--- src/rtl/ex_operand2_if.sv ---
// Bundles the operand-2 request, forwarding, stall/flush and registered result
// signals of the EX-stage operand-2 unit. The master side issues requests and
// observes results. The slave side is the unit itself.
interface ex_operand2_if #(
  parameter int XLEN    = 32,
  parameter int NUM_FWD = 2,
  parameter int CNT_W   = 16
);
  logic                    in_valid;
  logic [1:0]              in_sel;
  logic [4:0]              in_rs2;
  logic [XLEN-1:0]         in_rs2_data;
  logic [XLEN-1:0]         in_imm;
  logic [NUM_FWD-1:0]      fwd_valid;
  logic [5*NUM_FWD-1:0]    fwd_rd;
  logic [XLEN*NUM_FWD-1:0] fwd_data;
  logic [NUM_FWD-1:0]      fwd_pending;
  logic                    stall;
  logic                    flush;
  logic                    hazard_stall;
  logic                    out_valid;
  logic [XLEN-1:0]         out_op2;
  logic [NUM_FWD-1:0]      out_fwd_hit;
  logic                    out_illegal;
  logic [CNT_W-1:0]        fwd_count;

  modport master (
    output in_valid, in_sel, in_rs2, in_rs2_data, in_imm,
    output fwd_valid, fwd_rd, fwd_data, fwd_pending, stall, flush,
    input  hazard_stall, out_valid, out_op2, out_fwd_hit, out_illegal, fwd_count
  );

  modport slave (
    input  in_valid, in_sel, in_rs2, in_rs2_data, in_imm,
    input  fwd_valid, fwd_rd, fwd_data, fwd_pending, stall, flush,
    output hazard_stall, out_valid, out_op2, out_fwd_hit, out_illegal, fwd_count
  );
endinterface

--- src/rtl/ex_operand2_unit.sv ---
// EX-stage operand-2 unit. It selects the ALU second operand from the register
// file, the immediate or a constant, and applies fixed-priority forwarding
// (source 0 is youngest). It raises a combinational load-use hazard and
// registers the result with stall/flush control. It also keeps a saturating
// count of forwarded operands.
module ex_operand2_unit #(
  parameter int          XLEN      = 32,
  parameter int          NUM_FWD   = 2,
  parameter int unsigned CONST_VAL = 4,
  parameter int          CNT_W     = 16
) (
  input  logic            clk,
  input  logic            rst_n,
  ex_operand2_if.slave    bus
);

  typedef enum logic [1:0] {
    SEL_REG   = 2'b00,
    SEL_IMM   = 2'b01,
    SEL_CONST = 2'b10,
    SEL_ILL   = 2'b11
  } sel_e;

  localparam logic [XLEN-1:0] CONST_OP = XLEN'(CONST_VAL);

  sel_e               sel;
  logic [NUM_FWD-1:0] win_hit;
  logic               win_found;
  logic [XLEN-1:0]    win_data;
  logic               win_pending;

  logic [XLEN-1:0]    sel_op;
  logic [NUM_FWD-1:0] sel_hit;
  logic               sel_illegal;
  logic               fwd_used;

  logic               out_valid_q;
  logic [XLEN-1:0]    out_op2_q;
  logic [NUM_FWD-1:0] out_fwd_hit_q;
  logic               out_illegal_q;
  logic [CNT_W-1:0]   fwd_count_q;

  assign sel = sel_e'(bus.in_sel);

  // Fixed-priority search for the youngest source writing rs2; x0 never forwards.
  always_comb begin
    // NOTE: every variable gets a default first so no path leaves it unassigned (no latch).
    win_hit     = '0;
    win_found   = 1'b0;
    win_data    = '0;
    win_pending = 1'b0;
    for (int i = 0; i < NUM_FWD; i++) begin
      if (!win_found && bus.fwd_valid[i] &&
          (bus.fwd_rd[5*i +: 5] == bus.in_rs2) && (bus.in_rs2 != 5'd0)) begin
        win_hit[i]  = 1'b1;
        win_found   = 1'b1;
        win_data    = bus.fwd_data[XLEN*i +: XLEN];
        win_pending = bus.fwd_pending[i];
      end
    end
  end

  // Operand mux by source select; only the register path can use forwarding.
  always_comb begin
    sel_op      = '0;
    sel_hit     = '0;
    sel_illegal = 1'b0;
    case (sel)
      SEL_REG: begin
        sel_op  = win_found ? win_data : bus.in_rs2_data;
        sel_hit = win_hit;
      end
      SEL_IMM:   sel_op = bus.in_imm;
      SEL_CONST: sel_op = CONST_OP;
      default:   sel_illegal = 1'b1;
    endcase
  end

  // A pending result only matters if it belongs to the winning source of a register read.
  assign fwd_used         = bus.in_valid && (sel == SEL_REG) && win_found;
  assign bus.hazard_stall = fwd_used && win_pending && !bus.flush;

  // One-entry output stage: flush beats stall, stall beats hazard bubble, else load.
  always_ff @(posedge clk or negedge rst_n) begin
    if (!rst_n) begin
      out_valid_q   <= 1'b0;
      out_op2_q     <= '0;
      out_fwd_hit_q <= '0;
      out_illegal_q <= 1'b0;
      fwd_count_q   <= '0;
    end else if (bus.flush) begin
      // NOTE: sequential state uses non-blocking assignments so all registers update together.
      out_valid_q   <= 1'b0;
      out_op2_q     <= '0;
      out_fwd_hit_q <= '0;
      out_illegal_q <= 1'b0;
    end else if (bus.stall) begin
      out_valid_q   <= out_valid_q;
    end else if (bus.hazard_stall) begin
      out_valid_q   <= 1'b0;
      out_fwd_hit_q <= '0;
      out_illegal_q <= 1'b0;
    end else begin
      out_valid_q <= bus.in_valid;
      if (bus.in_valid) begin
        out_op2_q     <= sel_op;
        out_fwd_hit_q <= sel_hit;
        out_illegal_q <= sel_illegal;
      end else begin
        out_op2_q     <= '0;
        out_fwd_hit_q <= '0;
        out_illegal_q <= 1'b0;
      end
      if (fwd_used && (fwd_count_q != '1)) begin
        fwd_count_q <= fwd_count_q + 1'b1;
      end
    end
  end

  assign bus.out_valid   = out_valid_q;
  assign bus.out_op2     = out_op2_q;
  assign bus.out_fwd_hit = out_fwd_hit_q;
  assign bus.out_illegal = out_illegal_q;
  assign bus.fwd_count   = fwd_count_q;

endmodule

--- src/flat_wrapper.sv ---
// flat-port wrapper written by rule: the top's interface ports become plain ports
module ex_operand2_unit_flat 
#(
  parameter int          XLEN      = 32,
  parameter int          NUM_FWD   = 2,
  parameter int unsigned CONST_VAL = 4,
  parameter int          CNT_W     = 16
)
  (clk, rst_n, bus_in_valid, bus_in_sel, bus_in_rs2, bus_in_rs2_data, bus_in_imm, bus_fwd_valid, bus_fwd_rd, bus_fwd_data, bus_fwd_pending, bus_stall, bus_flush, bus_hazard_stall, bus_out_valid, bus_out_op2, bus_out_fwd_hit, bus_out_illegal, bus_fwd_count);
  ex_operand2_if #(.XLEN(XLEN), .NUM_FWD(NUM_FWD), .CNT_W(CNT_W)) bus_i ();
  input  logic clk;
  input  logic rst_n;
  input wire logic [$bits(bus_i.in_valid)-1:0] bus_in_valid;
  input wire logic [$bits(bus_i.in_sel)-1:0] bus_in_sel;
  input wire logic [$bits(bus_i.in_rs2)-1:0] bus_in_rs2;
  input wire logic [$bits(bus_i.in_rs2_data)-1:0] bus_in_rs2_data;
  input wire logic [$bits(bus_i.in_imm)-1:0] bus_in_imm;
  input wire logic [$bits(bus_i.fwd_valid)-1:0] bus_fwd_valid;
  input wire logic [$bits(bus_i.fwd_rd)-1:0] bus_fwd_rd;
  input wire logic [$bits(bus_i.fwd_data)-1:0] bus_fwd_data;
  input wire logic [$bits(bus_i.fwd_pending)-1:0] bus_fwd_pending;
  input wire logic [$bits(bus_i.stall)-1:0] bus_stall;
  input wire logic [$bits(bus_i.flush)-1:0] bus_flush;
  output wire logic [$bits(bus_i.hazard_stall)-1:0] bus_hazard_stall;
  output wire logic [$bits(bus_i.out_valid)-1:0] bus_out_valid;
  output wire logic [$bits(bus_i.out_op2)-1:0] bus_out_op2;
  output wire logic [$bits(bus_i.out_fwd_hit)-1:0] bus_out_fwd_hit;
  output wire logic [$bits(bus_i.out_illegal)-1:0] bus_out_illegal;
  output wire logic [$bits(bus_i.fwd_count)-1:0] bus_fwd_count;
  assign bus_i.in_valid = bus_in_valid;
  assign bus_i.in_sel = bus_in_sel;
  assign bus_i.in_rs2 = bus_in_rs2;
  assign bus_i.in_rs2_data = bus_in_rs2_data;
  assign bus_i.in_imm = bus_in_imm;
  assign bus_i.fwd_valid = bus_fwd_valid;
  assign bus_i.fwd_rd = bus_fwd_rd;
  assign bus_i.fwd_data = bus_fwd_data;
  assign bus_i.fwd_pending = bus_fwd_pending;
  assign bus_i.stall = bus_stall;
  assign bus_i.flush = bus_flush;
  assign bus_hazard_stall = bus_i.hazard_stall;
  assign bus_out_valid = bus_i.out_valid;
  assign bus_out_op2 = bus_i.out_op2;
  assign bus_out_fwd_hit = bus_i.out_fwd_hit;
  assign bus_out_illegal = bus_i.out_illegal;
  assign bus_fwd_count = bus_i.fwd_count;
  ex_operand2_unit #(.XLEN(XLEN), .NUM_FWD(NUM_FWD), .CONST_VAL(CONST_VAL), .CNT_W(CNT_W)) u_core (.clk(clk), .rst_n(rst_n), .bus(bus_i));
endmodule
--- config.mk ---
export PLATFORM = sky130hd
export DESIGN_NAME = ex_operand2_unit_flat
export DESIGN_NICKNAME = d
export VERILOG_FILES = /design/src/rtl/ex_operand2_if.sv /design/src/rtl/ex_operand2_unit.sv /design/src/flat_wrapper.sv
export SDC_FILE = /design/constraint.sdc
export NUM_CORES = 1
export LEC_CHECK = 0
export BUFFER_PORTS_ARGS = -buffer_cell sky130_fd_sc_hd__buf_4
export CAP_MARGIN = 20
export CORE_MARGIN = 4
export CORE_UTILIZATION = 40
export CTS_CLUSTER_DIAMETER = 200
export CTS_CLUSTER_SIZE = 10
export DETAILED_ROUTE_END_ITERATION = 16
export HOLD_SLACK_MARGIN = 0.08
export PLACE_DENSITY = 0.73
export SLEW_MARGIN = 15
export SYNTH_ARGS = -nofsm -noshare
export SYNTH_HDL_FRONTEND = slang
export SYNTH_SLANG_ARGS = --single-unit
--- constraint.sdc ---
create_clock -name clk -period 4.55 [get_ports clk]
set_input_delay 0.91 -clock clk [delete_from_list [all_inputs] [get_ports clk]]
set_output_delay 0.91 -clock clk [all_outputs]
set_load 0.02 [all_outputs]
# ---- Yosys cells after proc, flatten, opt, wreduce, memory -nomap -nowiden
# Cells that the tools add are included.
dict set report op_classes {
  n_shift 0
  muxes 26
  bitwise 3
  add_sub_neg 1
  order_cmp 0
  div_mod_pow 0
  reduce_logical 17
  mul 0
  eq_ne 7
}
# operator n
set op_table {}
lappend op_table {{$mux W32} 7}
lappend op_table {{$pmux W32 S3} 1}
lappend op_table {{$add A16 B1 Y16 const B} 1}
lappend op_table {{$ne A16 B16 Y1 const B} 1}
lappend op_table {{$mux W1} 13}
lappend op_table {{$eq A5 B5 Y1} 2}
lappend op_table {{$logic_and A1 B1 Y1} 10}
lappend op_table {{$mux W2} 5}
lappend op_table {{$reduce_bool A5 Y1} 1}
lappend op_table {{$reduce_and A4 Y1} 1}
lappend op_table {{$not A1 Y1} 3}
lappend op_table {{$reduce_or A3 Y1} 1}
lappend op_table {{$eq A2 B1 Y1 const B} 1}
lappend op_table {{$eq A2 B2 Y1 const B} 1}
lappend op_table {{$logic_not A1 Y1} 2}
lappend op_table {{$logic_not A2 Y1} 1}
lappend op_table {{$ne A2 B1 Y1 const B} 1}
lappend op_table {{$ne A2 B2 Y1 const B} 1}
lappend op_table {{$reduce_and A2 Y1} 1}
dict set report word_totals {
  latch_bits 0
  input_bits 154
  reg_bits 52
  word_cells 59
  ram_bits 0
  rom_bits 0
  output_inout_bits 53
  n_memories 0
}

# ---- Longest topological paths before layout
dict set report logic_depth {
  ltp_word 15
  mapped_depth 8
  ltp_nobuf 7
}

# ---- Least setup slack after synthesis
# Ideal clock, no wire load.
dict set report synth_path {
  path_kind {input to output}
  from {input port bus_in_rs2[1]}
  to {output port bus_hazard_stall}
  path_buffers 1
  stages 6
  slack_ns 1.395
  arrival_time_ns 2.245
  required_time_ns 3.640
  cell_sequence {or4_4 -> nor2_2 -> or3_1 -> buf_4 -> a21oi_4 -> nor2_1}
}
dict set report synth_via {
  elab_chain_cells 12
  elab_cells_between_ends 16
  cone_classes {2 x eq/ne; 4 x mux; 10 x reduce/logical}
}
# item line
set synth_rtl {}
lappend synth_rtl {{start: declaration} flat_wrapper.sv:15} ;# input wire logic [$bits(bus_i.in_rs2)-1:0] bus_in_rs2;
lappend synth_rtl {{$eq A5 B5 Y1} ex_operand2_unit.sv:54} ;# (bus.fwd_rd[5*i +: 5] == bus.in_rs2) && (bus.in_rs2 != 5'd0)) begin
lappend synth_rtl {{$logic_and A1 B1 Y1} ex_operand2_unit.sv:53} ;# if (!win_found && bus.fwd_valid[i] &&
lappend synth_rtl {{$logic_and A1 B1 Y1} ex_operand2_unit.sv:54}
lappend synth_rtl {{$mux W1} ex_operand2_unit.sv:53}
lappend synth_rtl {{$logic_not A1 Y1} ex_operand2_unit.sv:53}
lappend synth_rtl {{$logic_and A1 B1 Y1 (2 in a row)} ex_operand2_unit.sv:53}
lappend synth_rtl {{$logic_and A1 B1 Y1} ex_operand2_unit.sv:54}
lappend synth_rtl {{$mux W1} ex_operand2_unit.sv:53}
lappend synth_rtl {{$logic_and A1 B1 Y1} ex_operand2_unit.sv:80} ;# assign fwd_used = bus.in_valid && (sel == SEL_REG) && win_found;
lappend synth_rtl {{$logic_and A1 B1 Y1 * (2 in a row)} ex_operand2_unit.sv:81} ;# assign bus.hazard_stall = fwd_used && win_pending && !bus.flush;
lappend synth_rtl {{end: declaration} flat_wrapper.sv:24} ;# output wire logic [$bits(bus_i.hazard_stall)-1:0] bus_hazard_stall;
# Every way passes the cells marked *; elsewhere a longest branch is shown, timed or not.

# ---- Worst setup path in the final report
# Ends and elaborated chain as after synthesis.

==> results.rst <==
.. list-table::
   :header-rows: 1

   * - Metric
     - Value
   * - Synthesized netlist net count
     - 500
   * - Fin crit period
     - between 3 and 4 ns
   * - Part of the cycle the worst path needs
     - 0.734
   * - Clock H-tree levels
     - 2
   * - Aggregate global-route resource usage
     - 0.232
   * - Worst R2R Start
     - u_core.bus.fwd_count[0]
   * - PostCTS Resize Cnt
     - 0
   * - CTS Root Cell
     - sky130_fd_sc_hd__clkbuf_8
   * - Data required time at the worst endpoint
     - between 3 and 4 ns
   * - Drc violations
     - 0
   * - Die ar.
     - 9940 um^2
   * - Pwr Density
     - 198 nW/um^2
   * - First-pass GRT wire length
     - 18.4 mm
   * - Starting density of the core
     - 0.409
   * - HPWL after detailed placement
     - 9.36 mm
   * - FF-to-FF setup slack
     - 2.47 ns
   * - IO Port Bufs
     - slightly above 200
   * - Share of layout cells above drive strength 1
     - 0.437
   * - Clock latency of the later-clocked register in the worst-skew pair
     - 0.30 ns
   * - Antenna diode instance count
     - 0
   * - Setup fix buffers added after clock tree synthesis
     - 0
   * - Slew at the pin closest to its max-slew limit
     - 1.11 ns
   * - Core Footprint
     - 8220 um^2
   * - Net count reported at finish
     - 690
   * - Top library cells by usage in the layout, fill and taps aside
     - sky130_fd_sc_hd__buf_4, sky130_fd_sc_hd__dfrtp_1, sky130_fd_sc_hd__and3_1
   * - Worst setup skew after layout
     - 0.00415 ns
   * - Gate Count Post-Synth
     - 345
   * - Number of cell instances on the worst register-to-register path
     - 7
   * - Maximum operating frequency
     - approximately 300 MHz
   * - Data arrival at the endpoint of the critical path
     - 2.43 ns
   * - Peak supply drop
     - 0.000110 V
   * - Critical-path maximum fanout
     - 3
   * - Source of the worst hold timing path
     - u_core.bus.fwd_count[11]
   * - First-iteration detailed-routing DRC count
     - 165
   * - Vias after detailed routing
     - 3652
   * - Hold violation total from the final report
     - 0
   * - CP startpoint kind
     - input port
   * - Post-synth design cell area
     - 3360 um^2
   * - Number of placed instances with taps included
     - 633
   * - Final number of max-transition violations
     - 0
   * - Overflow after GRT
     - 0
   * - Power, Total
     - ~0.0010 W
   * - Post-cts hold buffer count
     - 0
   * - Wire length per cell after detailed routing
     - 18.6 um
   * - Die H
     - 99.7 um
   * - Max-cap violations
     - 0
   * - Max-slew headroom
     - 0.258
   * - Commonest non-fill, non-tap cell in the layout
     - sky130_fd_sc_hd__buf_4
   * - Worst hold-check path type
     - reg2reg
   * - Length of the first detailed-routing pass in iterations
     - 4
   * - Number of warnings issued by yosys
     - 0
   * - Worst Setup Path Type
     - in2out
   * - Worst setup slack before clock tree synthesis
     - around 1.1 ns
   * - Count of pins on the block boundary
     - 207
   * - Number of buffers inserted during clock tree synthesis
     - 5
   * - Antenna violations before repair
     - 0
   * - Horiz. Die Dim
     - 99.7 um
   * - Critical path destination
     - bus_hazard_stall
   * - First element of the critical path
     - bus_in_rs2[1]
   * - Number of storage elements in the synthesis netlist
     - 52
   * - Global placer's final weighted congestion
     - approximately 0.83
   * - Result of the run
     - complete, no violations
   * - Per-cell via count in the routed design
     - around 5.7
   * - Total wire length
     - around 12 mm
   * - Sequential fraction of the synthesis area
     - 0.387
   * - Leak pwr
     - 2.53 nW
   * - Clock-pin slew on the worst setup and hold paths
     - 0.09 ns
   * - Largest net degree at the start of global routing
     - between 50 and 60
   * - Setup_tns
     - 0 ns
   * - Setup Viol. Count Final
     - 0
   * - TritonCTS clock tree
     - yes
   * - Crit path capture type
     - output port
   * - Number of sinks driven by the clock tree
     - 52
   * - Reg2reg end
     - u_core.bus.fwd_count[14]
   * - P&R area growth vs syn
     - 50.4%
   * - Library cells used by synthesis
     - 43
   * - Remaining antenna violation count
     - 0
   * - Fill cell count
     - 718
   * - Clock buffer depth
     - 2
   * - Final setup slack of the worst path
     - 1.21 ns
   * - Number of placement rows
     - 33
   * - Filler-free cell count of the finished design
     - 641
   * - Via count of the first global-routing pass
     - about 3800
   * - Mean instance size in the synthesized netlist
     - 9.74 um^2
   * - Unrepaired setup endpoints after global routing
     - no
worst max-delay path, stage by stage:
cell	delay (ns)
sky130_fd_sc_hd__buf_4	0.13
sky130_fd_sc_hd__or4_4	0.53
sky130_fd_sc_hd__o211a_1	0.25
sky130_fd_sc_hd__and3_4	0.20
sky130_fd_sc_hd__a21oi_4	0.18
sky130_fd_sc_hd__nor2_1	0.07
sky130_fd_sc_hd__buf_4	0.16
metrics by stage:
step	instance area [um^2]	hold WS, ns	util
after global placement	4960	0.480	0.604
after floorplan	3360	0.584	-
after detailed placement	4960	0.492	0.604
after CTS	5060	0.508	0.616
final	5060	0.502	0.616
after global routing	5060	0.524	0.616
synthesized netlist by cell type:
library cell / number / area, um^2
sky130_fd_sc_hd__a32o_1: 1 / 10.0
sky130_fd_sc_hd__a32oi_1: 1 / 8.76
sky130_fd_sc_hd__nand2_1: 12 / 45.0
sky130_fd_sc_hd__nor2b_1: 2 / 12.5
sky130_fd_sc_hd__buf_2: 9 / 45.0
sky130_fd_sc_hd__a22o_1: 1 / 8.76
sky130_fd_sc_hd__buf_4: 2 / 15.0
sky130_fd_sc_hd__a21oi_1: 1 / 5.00
sky130_fd_sc_hd__o41ai_1: 1 / 8.76
sky130_fd_sc_hd__nor3b_1: 32 / 240
sky130_fd_sc_hd__ha_1: 1 / 12.5
sky130_fd_sc_hd__and4_1: 1 / 8.76
sky130_fd_sc_hd__nor2_2: 1 / 6.26
sky130_fd_sc_hd__inv_1: 2 / 7.51
sky130_fd_sc_hd__nor4b_1: 1 / 8.76
sky130_fd_sc_hd__nand3_1: 10 / 50.1
sky130_fd_sc_hd__nand4_1: 7 / 43.8
sky130_fd_sc_hd__a21oi_4: 1 / 16.3
sky130_fd_sc_hd__or2_1: 1 / 6.26
sky130_fd_sc_hd__a221o_1: 31 / 310
sky130_fd_sc_hd__clkbuf_1: 17 / 63.8
sky130_fd_sc_hd__and3_4: 1 / 11.3
sky130_fd_sc_hd__o21bai_4: 1 / 18.8
sky130_fd_sc_hd__a41oi_4: 1 / 27.5
sky130_fd_sc_hd__buf_6: 3 / 33.8
sky130_fd_sc_hd__nand2b_1: 2 / 12.5
sky130_fd_sc_hd__a221oi_1: 31 / 272
sky130_fd_sc_hd__o31ai_1: 2 / 15.0
sky130_fd_sc_hd__dfrtp_1: 52 / 1300
sky130_fd_sc_hd__mux2_1: 1 / 11.3
sky130_fd_sc_hd__o311ai_0: 1 / 8.76
sky130_fd_sc_hd__or3_1: 1 / 6.26
sky130_fd_sc_hd__or4b_4: 1 / 13.8
sky130_fd_sc_hd__a41o_1: 1 / 10.0
sky130_fd_sc_hd__a21oi_2: 1 / 8.76
sky130_fd_sc_hd__or4_4: 1 / 11.3
sky130_fd_sc_hd__o211a_1: 1 / 10.0
sky130_fd_sc_hd__xnor2_1: 25 / 219
sky130_fd_sc_hd__a2111oi_0: 2 / 17.5
sky130_fd_sc_hd__and3_1: 38 / 238
sky130_fd_sc_hd__nor2_1: 38 / 143
sky130_fd_sc_hd__mux2_4: 1 / 15.0
sky130_fd_sc_hd__nor3_1: 5 / 25.0
where the power goes:
part | total (W) | internal (W) | switching, W
Sequential | 0.000478 | 0.000471 | 0.00000689
Clock | 0.000280 | 0.000124 | 0.000156
Combinational | 0.000243 | 0.000138 | 0.000105
layout make-up:
class	instances	area [um^2]	share of cell area
multi-input cells	260	1920	0.379
repair buffers	214	1610	0.318
flip-flops and latches	52	1300	0.257
well taps	105	131	0.0260
clock buffers	7	86.3	0.0171
inverters	2	7.51	0.00148
clock inverters	1	7.51	0.00148
state kept, by name, indices dropped and copies added (netlist names):
name,cells
u_core.bus.fwd_count,16
u_core.bus.out_fwd_hit,2
u_core.bus.out_illegal,1
u_core.bus.out_op2,32
u_core.bus.out_valid,1
metal layers:
layer / GRT usage / vias up / wire (um)
met4: 0.0714 / 0 / 234
met2: 0.400 / 175 / 6040
li1: - / 1731 / -
met3: 0.0547 / 17 / 1120
met1: 0.288 / 1729 / 4550
met5: 0 / - / 0
cells by family after synthesis:
family / after synthesis / share of synthesized area
buffers and inverters: 33 / 0.0491
XOR/XNOR: 25 / 0.0651
adder cells (fa/ha/maj): 1 / 0.00372
AO/OA/AOI/OAI: 78 / 0.225
AND/OR/NAND/NOR: 154 / 0.262
flip-flops: 52 / 0.387
multiplexers: 2 / 0.00781
worst min-delay path by stage:
stage	endpoint	slack, ns	cells after the start
2_1_floorplan	u_core.bus.out_fwd_hit[0]	0.58	2
3_3_place_gp	u_core.bus.fwd_count[14]	0.48	1
3_5_place_dp	u_core.bus.fwd_count[11]	0.49	1
4_1_cts	u_core.bus.fwd_count[11]	0.51	1
5_1_grt	u_core.bus.fwd_count[11]	0.52	1
6_report	u_core.bus.fwd_count[11]	0.50	1
(Power assumes the default switching activity.)
